==> config.mk <==
export PLATFORM = sky130hd
export DESIGN_NAME = ws2812_pixel_serializer
export DESIGN_NICKNAME = d
export VERILOG_FILES = /design/src/rtl/ws2812_pkg.sv /design/src/rtl/ws2812_bit_timer.sv /design/src/rtl/ws2812_pixel_serializer.sv
export SDC_FILE = /design/constraint.sdc
export NUM_CORES = 1
export LEC_CHECK = 0
export BUFFER_PORTS_ARGS = -buffer_cell sky130_fd_sc_hd__buf_2
export CORE_ASPECT_RATIO = 0.75
export CORE_MARGIN = 2
export CORE_UTILIZATION = 45
export CTS_CLUSTER_SIZE = 40
export DETAILED_ROUTE_END_ITERATION = 16
export HOLD_SLACK_MARGIN = 0.08
export PLACE_DENSITY_LB_ADDON = 0.15
export SLEW_MARGIN = 20
export SYNTH_ARGS = -nofsm -noshare
export SYNTH_HDL_FRONTEND = slang
export SYNTH_HIERARCHICAL = 1
export SYNTH_SLANG_ARGS = --single-unit
==> constraint.sdc <==
create_clock -name sys_clk -period 2.2 [get_ports sys_clk]
set_clock_uncertainty 0.05 [all_clocks]
set_input_delay 0 -clock sys_clk [delete_from_list [all_inputs] [get_ports sys_clk]]
set_output_delay 0 -clock sys_clk [all_outputs]
set_load 0.02 [all_outputs]
==> src/rtl/ws2812_pkg.sv <==
// Shared types and default timing for the WS2812b pixel serializer.
// Timing defaults assume a 15.65 MHz system clock.
package ws2812_pkg;

   localparam int PIX_W              = 24;
   localparam int DEF_BIT_CYCLES     = 20;
   localparam int DEF_T0H_CYCLES     = 6;
   localparam int DEF_T1H_CYCLES     = 13;
   localparam int DEF_LATCH_CYCLES   = 800;

   typedef enum logic [1:0] {
      ST_IDLE  = 2'd0,
      ST_SEND  = 2'd1,
      ST_LATCH = 2'd2
   } state_t;

endpackage

==> src/rtl/ws2812_bit_timer.sv <==
// Per-bit cycle counter and high-phase compare for WS2812b bit encoding.
// The counter free-runs while run is high and wraps at the bit boundary.
module ws2812_bit_timer #(
   parameter int BIT_CYCLES = 20,
   parameter int T0H_CYCLES = 6,
   parameter int T1H_CYCLES = 13
) (
   input  logic sys_clk,
   input  logic sys_rst_n,
   input  logic run,
   input  logic bit_val,
   output logic level,
   output logic bit_end
);

   localparam int CYC_W = $clog2(BIT_CYCLES);

   logic [CYC_W-1:0] cyc_q;
   logic [CYC_W-1:0] cyc_d;

   always_comb begin
      bit_end = run && (cyc_q == CYC_W'(BIT_CYCLES - 1));
      level   = run && (cyc_q < (bit_val ? CYC_W'(T1H_CYCLES) : CYC_W'(T0H_CYCLES)));
      cyc_d   = cyc_q;
      if (!run || bit_end) begin
         cyc_d = '0;
      end else begin
         cyc_d = cyc_q + CYC_W'(1);
      end
   end

   always_ff @(posedge sys_clk or negedge sys_rst_n) begin
      if (!sys_rst_n) begin
         cyc_q <= '0;
      end else begin
         cyc_q <= cyc_d;
      end
   end

endmodule

==> src/rtl/ws2812_pixel_serializer.sv <==
// Serialises 24-bit GRB pixel words onto the WS2812b data line, MSB first,
// followed by a low latch interval after the last pixel of each frame.
module ws2812_pixel_serializer
   import ws2812_pkg::*;
#(
   parameter int BIT_CYCLES   = DEF_BIT_CYCLES,
   parameter int T0H_CYCLES   = DEF_T0H_CYCLES,
   parameter int T1H_CYCLES   = DEF_T1H_CYCLES,
   parameter int LATCH_CYCLES = DEF_LATCH_CYCLES
) (
   input  logic              sys_clk,
   input  logic              sys_rst_n,
   input  logic [PIX_W-1:0]  pix_data,
   input  logic              pix_last,
   input  logic              pix_valid,
   output logic              pix_ready,
   output logic              dout,
   output logic              busy,
   output logic              frame_done,
   output logic              underrun
);

   localparam int LAT_W = $clog2(LATCH_CYCLES + 1);

   state_t             state_q, state_d;
   logic [PIX_W-1:0]   sreg_q, sreg_d;
   logic               last_q, last_d;
   logic [4:0]         bit_idx_q, bit_idx_d;
   logic [LAT_W-1:0]   lat_q, lat_d;
   logic               dout_q, dout_d;
   logic               frame_done_q, frame_done_d;
   logic               underrun_q, underrun_d;
   logic               ready_c;
   logic               run;
   logic               level;
   logic               bit_end;

   ws2812_bit_timer #(
      .BIT_CYCLES (BIT_CYCLES),
      .T0H_CYCLES (T0H_CYCLES),
      .T1H_CYCLES (T1H_CYCLES)
   ) u_bit_timer (
      .sys_clk   (sys_clk),
      .sys_rst_n (sys_rst_n),
      .run       (run),
      .bit_val   (sreg_q[PIX_W-1]),
      .level     (level),
      .bit_end   (bit_end)
   );

   always_comb begin
      state_d      = state_q;
      sreg_d       = sreg_q;
      last_d       = last_q;
      bit_idx_d    = bit_idx_q;
      lat_d        = lat_q;
      dout_d       = 1'b0;
      frame_done_d = 1'b0;
      underrun_d   = 1'b0;
      ready_c      = 1'b0;
      run          = 1'b0;

      case (state_q)
         ST_IDLE: begin
            ready_c = 1'b1;
            if (pix_valid) begin
               state_d   = ST_SEND;
               sreg_d    = pix_data;
               last_d    = pix_last;
               bit_idx_d = 5'd23;
            end
         end

         ST_SEND: begin
            run    = 1'b1;
            dout_d = level;
            if (bit_end) begin
               if (bit_idx_q != 5'd0) begin
                  sreg_d    = sreg_q << 1;
                  bit_idx_d = bit_idx_q - 5'd1;
               end else if (!last_q) begin
                  // Accepting here chains the next pixel with no gap on the line.
                  ready_c = 1'b1;
                  if (pix_valid) begin
                     sreg_d    = pix_data;
                     last_d    = pix_last;
                     bit_idx_d = 5'd23;
                  end else begin
                     state_d    = ST_LATCH;
                     underrun_d = 1'b1;
                  end
               end else begin
                  state_d = ST_LATCH;
               end
            end
         end

         ST_LATCH: begin
            if (lat_q == LAT_W'(LATCH_CYCLES - 1)) begin
               state_d      = ST_IDLE;
               lat_d        = '0;
               frame_done_d = 1'b1;
            end else begin
               lat_d = lat_q + LAT_W'(1);
            end
         end

         default: begin
            state_d = ST_IDLE;
         end
      endcase
   end

   always_ff @(posedge sys_clk or negedge sys_rst_n) begin
      if (!sys_rst_n) begin
         state_q      <= ST_IDLE;
         sreg_q       <= '0;
         last_q       <= 1'b0;
         bit_idx_q    <= '0;
         lat_q        <= '0;
         dout_q       <= 1'b0;
         frame_done_q <= 1'b0;
         underrun_q   <= 1'b0;
      end else begin
         state_q      <= state_d;
         sreg_q       <= sreg_d;
         last_q       <= last_d;
         bit_idx_q    <= bit_idx_d;
         lat_q        <= lat_d;
         dout_q       <= dout_d;
         frame_done_q <= frame_done_d;
         underrun_q   <= underrun_d;
      end
   end

   // Ready is forced low while reset is held, even though state sits at IDLE.
   assign pix_ready  = ready_c & sys_rst_n;
   assign dout       = dout_q;
   assign busy       = (state_q != ST_IDLE);
   assign frame_done = frame_done_q;
   assign underrun   = underrun_q;

endmodule

Yosys cells after proc, flatten, opt, wreduce, memory -nomap -nowiden
Cells that the tools add are included.

Shifts and indexed selects: 0. Bitwise operators: 1. Muxes and demuxes: 39. Multiply operators: 0. $lt $le $gt $ge: 1. Add/sub/neg operators: 3. Div/mod/pow operators: 0. Eq/ne operators: 10. Reductions and logical operators: 11.

Operators by type and width (number): 2-to-1 mux 24 bit (4); case mux 24 bit (2 select lines) (1); 2-to-1 mux 5 bit (5); 2-to-1 mux 1 bit (17); 2-to-1 mux 2 bit (6); adder 10 x 1 -> 10 bit, second input constant (1); == test 10 bit, second input constant (1); 2-to-1 mux 10 bit (1); case mux 5 bit (2 select lines) (1); != test 2 bit, second input constant (4); != test 3 bit, second input constant (2); case mux 2 bit (3 select lines) (1); adder 5 x 1 -> 5 bit, second input constant (1); == test 5 bit, second input constant (1); less-than comparator 5 bit (1); AND reduction 5 bit (1); nonzero test 5 bit (1); subtractor 5 x 1 -> 5 bit, second input constant (1); 2-to-1 mux 4 bit (1); case mux 1 bit (2 select lines) (2); AND reduction 4 bit (1); nonzero test 2 bit (2); AND reduction 3 bit (1); == test 2 x 1 -> 1 bit, second input constant (1); 6 further kinds (7).

Input bits: 28. Word-level logic and storage cells: 74. Memories: 0. Bits in writable memories: 0. Bits in read-only memories: 0. Bits in latches: 0. Output and inout port bits: 5. Register bits after elaboration: 50.

Longest topological paths before layout
Depth after elaboration: 6. Mapped depth: 10. Gate-level depth less buffers: 8.

Modules after synthesis
Netlist, hierarchy kept.

By module, submodules not included: ws2812_pixel_serializer (cells each 182, area an instance 2357.3 um^2, seq. area each 1126.1 um^2, times used 1); ws2812_bit_timer (cells each 32, area an instance 305.3 um^2, seq. area each 125.1 um^2, times used 1).

Worst setup path before layout
OpenSTA, ideal clock, no wires.

Kind: flip-flop to flip-flop. Start point: register state_q[1]. End point: register sreg_q[10]. Library setup time: 0.125 ns. Cell stages (with the launch flop): 10. Buffers on the path: 2. Clock period less this slack: 2.394 ns. Arrival: 2.219 ns. Data required time: 2.025 ns. Path slack: -0.194 ns. Cell sequence: dfrtp_1 -> clkbuf_1 -> nor2_1 -> inv_2 -> nor2_1 -> nor2b_1 -> o21ai_0 -> a21oi_4 -> buf_4 -> mux2_4.

Longest elaborated chain between the ends: 5. Elaborated cells between the ends (all ways): 9. Those cells by class: eq/ne (3); mux (2); reduce/logical (4).

Ends and longest elaborated chain: from (decl) (RTL line ws2812_pixel_serializer.sv:25) `state_t state_q, state_d;`; from (signal assigned) (RTL line ws2812_pixel_serializer.sv:125) `state_q <= state_d;`; == test 2 x 1 -> 1 bit (RTL line ws2812_pixel_serializer.sv:63) `case (state_q)`; 2-to-1 mux 1 bit (RTL line ws2812_pixel_serializer.sv:63); named net run (RTL line ws2812_pixel_serializer.sv:34) `logic run;`; logical AND 1 bit (RTL line ws2812_bit_timer.sv:22) `bit_end = run && (cyc_q == CYC_W'(BIT_CYCLES - 1));`; named net bit_end (RTL line ws2812_pixel_serializer.sv:36) `logic bit_end;`; != test 2 bit (no line); AND reduction 3 bit (no line); to (signal assigned) (RTL line ws2812_pixel_serializer.sv:126) `sreg_q <= sreg_d;`; to (decl) (RTL line ws2812_pixel_serializer.sv:26) `logic [PIX_W-1:0] sreg_q, sreg_d;`.

The timed path passes the listed nets, and every way through them passes these cells. A chain may end at the register's enable or synchronous reset.

Worst setup path after layout
Start point: register bit_idx_q[0]. End point: register sreg_q[17].

Longest elaborated chain between the ends: 4. Elaborated cells between the ends (all ways): 6. Those cells by class: eq/ne (1); mux (3); reduce/logical (2).

Ends and longest elaborated chain: from (decl) (RTL line ws2812_pixel_serializer.sv:28) `logic [4:0] bit_idx_q, bit_idx_d;`; from (signal assigned) (RTL line ws2812_pixel_serializer.sv:128) `bit_idx_q <= bit_idx_d;`; nonzero test 5 bit * (RTL line ws2812_pixel_serializer.sv:78) `if (bit_idx_q != 5'd0) begin`; 2-to-1 mux 24 bit (RTL line ws2812_pixel_serializer.sv:78); 2-to-1 mux 24 bit (RTL line ws2812_pixel_serializer.sv:77) `if (bit_end) begin`; case mux 24 bit (2 select lines) (RTL line ws2812_pixel_serializer.sv:63).

Mark *: on every way between the ends. The rest lies on a longest branch, timed or not. The select of a mux whose other input is x is not followed.

==> summary.txt <==
Pwr
  • Leakage power summed over all cells: about 1.6 nW
  • Switching power total: between 0.3 and 0.4 mW
  • Power density over cell area: 499 mW/mm²
  • Sw Ratio: 0.202
  • Internal power: 1.41 mW
  • Final Power: 1.77 mW
  • Sequential group share of total power: 0.541
  • Logic pwr share: 0.087
  • Share of power burned in the clock network: 0.372
  • Worst ir drop on vdd: 0.315 mV

Floorplanning
  • Number of cell rows: 24
  • Starting density of the core: 0.462
  • DIE AREA: approximately 0.0066 mm²
  • Die width: 92.8 µm
  • Core region area: 0.00577 mm²
  • Number of top-level pins: 33
  • Die H: 70.6 µm

Yosys
  • Avg Inst Size Synth: 12.4 µm²
  • Synth top area share: 0.470
  • Number of warning messages in the yosys log: 6
  • Net count after synthesis: 247
  • Area leader, netlist: sky130_fd_sc_hd__dfrtp_1
  • Portion of the post-synthesis area used by sequential elements: 0.470
  • Fraction of registers with async set or reset after synthesis: 1.00
  • Synthesized netlist cell count: 214
  • Netlist Area Pre-Place: 0.00266 mm²
  • Netlist cell types: between 40 and 50
  • Seq cells post-synth: 50
  • Largest cells by area after synthesis: sky130_fd_sc_hd__dfrtp_1 (47%), sky130_fd_sc_hd__mux2_4 (20%), sky130_fd_sc_hd__mux2_2 (4.2%), sky130_fd_sc_hd__ha_1 (2.3%), sky130_fd_sc_hd__xnor2_1 (2.3%)
  • EDFF count, synth: 0
  • Top FF cell, synth: sky130_fd_sc_hd__dfrtp_1

Setup path
  • CP endpoint kind: flip-flop
  • Required time of the critical path: 2.33 ns
  • Crit Path Class: flip-flop to flip-flop
  • Critical-path maximum fanout: 6
  • Data arrival time of the critical path: 2.29 ns
  • Reg-to-reg setup timing slack: 0.04 ns
  • Worst setup SP type: flip-flop

CTS
  • Number of H-tree levels: 2
  • Latest clock arrival within the worst-skew pair: 0.29 ns
  • Clock sink count: 50
  • Clock tree from TritonCTS: done
  • Number of CTS-inserted buffers: 5
  • Clock slew at the register clock pins of the worst setup and hold paths: around 0.09 ns
  • Root buffer selected by CTS: sky130_fd_sc_hd__clkbuf_8
  • Number of buffers between clock root and the deepest sink: 2

Place
  • Routability congestion estimate from global placement: a little over 0.8
  • Number of placed instances, taps included: 327
  • IO Port Bufs: 32
  • HPWL after DPL: between 3 and 4 mm
  • Cell Area, Placed: 0.00299 mm²

STA
  • Setup TNS after final layout: 0 ns
  • Fin. Hold Viols: 0
  • Final worst path period need: approximately 2.2 ns
  • Headroom to the max-slew limit: 0.577
  • Fmax achieved: around 460 MHz
  • # setup viols final: 0
  • Worst Tran Pin Value: about 0.63 ns
  • Ratio of final minimum period to clock period: 0.981
  • Count of final max-slew check failures: 0

Final layout
  • Non-filler instance count after layout: 370
  • Fraction of layout instances using a drive strength above 1: 0.390
  • Post-route cell area: 0.00354 mm²
  • Antenna diode count: 0
  • Total area of multi-input combinational cells: ~0.0014 mm²
  • Commonest cells after routing, fill and taps aside: sky130_fd_sc_hd__dfrtp_1 (50), sky130_fd_sc_hd__mux2_4 (36), sky130_fd_sc_hd__buf_2 (32)
  • Sequential cell area in the final layout: 0.00125 mm²
  • Final-stage net count: 325
  • Number of filler instances in the final layout: 481
  • Most common cell after layout, fill and taps aside: sky130_fd_sc_hd__dfrtp_1
  • Syn-to-layout area delta: 32.9%

Global routing
  • Antenna violations before repair: 0
  • Pin count of the biggest net entering global routing: just over 50
  • Aggregate global routing overflow: 0
  • Wire length of the first global-routing pass: ~8.6 mm
  • Number of global-route vias before repair: around 1.8k
  • Total global-route track usage: 0.165

Drt
  • Avg Vias per Cell: roughly 5
  • Drt pass-1 iters: 4
  • Initial DRC count: around 120
  • Final wirelength: 5.57 mm
  • Routed via count: 1840
  • Number of remaining DRC errors: 0
  • Average wire length per cell after detail routing: about 15 µm
  • Detail Route Antenna Nets: 0

Flow run
  • Max-cap violations: 0

Worst hold path
  • Worst min-delay path class: input pin to async pin

Status
  • Run status: finished, final reports clean
## layout make-up
type                            count  share of cell area
Clock inverter                      1             0.00848
Sequential cell                    50               0.353
Tap cell                           78              0.0276
Clock buffer                        6              0.0233
Multi-Input combinational cell    149               0.390
Inverter                            8             0.00848
Timing Repair Buffer               78               0.189
## worst max-delay path: stages (launching register included)
cell,delay [ns]
sky130_fd_sc_hd__dfrtp_1,0.41
sky130_fd_sc_hd__inv_1,0.07
sky130_fd_sc_hd__ha_2,0.18
sky130_fd_sc_hd__nor4b_4,0.26
sky130_fd_sc_hd__buf_4,0.18
sky130_fd_sc_hd__nor3_4,0.04
sky130_fd_sc_hd__buf_12,0.13
sky130_fd_sc_hd__clkbuf_16,0.16
sky130_fd_sc_hd__mux2_4,0.30
sky130_fd_sc_hd__mux2_4,0.26
## logic make-up (layout without fill, tap and decap cells)
| kind of cell | after synthesis | count (layout) | share of synthesized area |
|---|---|---|---|
| buf+inv | 15 | 93 | 0.0301 |
| compound gates | 24 | 24 | 0.0616 |
| simple gates | 65 | 65 | 0.140 |
| xor+xnor | 9 | 9 | 0.0296 |
| flops | 50 | 50 | 0.470 |
| fa+ha+maj | 5 | 5 | 0.0235 |
| mux | 46 | 46 | 0.245 |
## final timing paths
kind | depth (start not counted) | from | end
min in group sys_clk | 3 | pix_data[0] | sreg_q[0]
min reg2reg | 2 | lat_q[1] | lat_q[1]
max reg2reg | 9 | bit_idx_q[0] | sreg_q[17]
max | 9 | bit_idx_q[0] | sreg_q[17]
max in group asynchronous | 3 | sys_rst_n | lat_q[1]
min | 3 | sys_rst_n | sreg_q[9]
## registers in the layout, indices dropped and copies added (netlist names)
register	count
bit_idx_q	5
dout	1
frame_done	1
last_q	1
lat_q	10
sreg_q	24
state_q	2
u_bit_timer/cyc_q	5
underrun	1
## through the flow
| step | setup slack [ns] | utilization | hold WS, ns |
|---|---|---|---|
| after global routing | -0.0249 | 0.614 | 0.419 |
| after floorplan | 0.00380 | - | -0.346 |
| after CTS | 0.0510 | 0.586 | 0.395 |
| after global placement | 0.118 | 0.518 | 0.169 |
| final | 0.0411 | 0.614 | 0.392 |
| after detailed placement | 0.0528 | 0.518 | 0.185 |
## synth_stat cells, drive strengths merged (3+ instances only)
master,n
a21oi,8
nor3,4
nand2,16
nand2b,5
o21ai,4
nor2,12
o31ai,3
inv,8
nand4,3
xnor2,7
dfrtp,50
mux2,46
ha,5
nand3,4
nor2b,4
buf,5
## routing by layer
metal	share of wire	GRT usage	up-vias
met5	0	0	-
met4	0.0048	0.0343	0
met1	0.52	0.252	898
met2	0.45	0.246	29
li1	-	-	911
met3	0.029	0.0319	2
## repair_timing
item	in CTS	in global routing
endpoints found under the setup margin	0	24
hold buffers	28	0
hold endpoints to repair	79	0
buffers inserted	0	4
resized for setup	0	4
## power groups by stage
| stage | clock network [mW] | registers (mW) | logic [mW] |
|---|---|---|---|
| 2_1_floorplan | 0 | 0.970 | 0.0633 |
| 3_3_place_gp | 0 | 0.974 | 0.113 |
| 3_5_place_dp | 0 | 0.974 | 0.115 |
| 4_1_cts | 0.678 | 0.956 | 0.153 |
| 5_1_grt | 0.709 | 0.959 | 0.168 |
| 6_report | 0.657 | 0.956 | 0.153 |
Power figures use the tool's default switching activity.
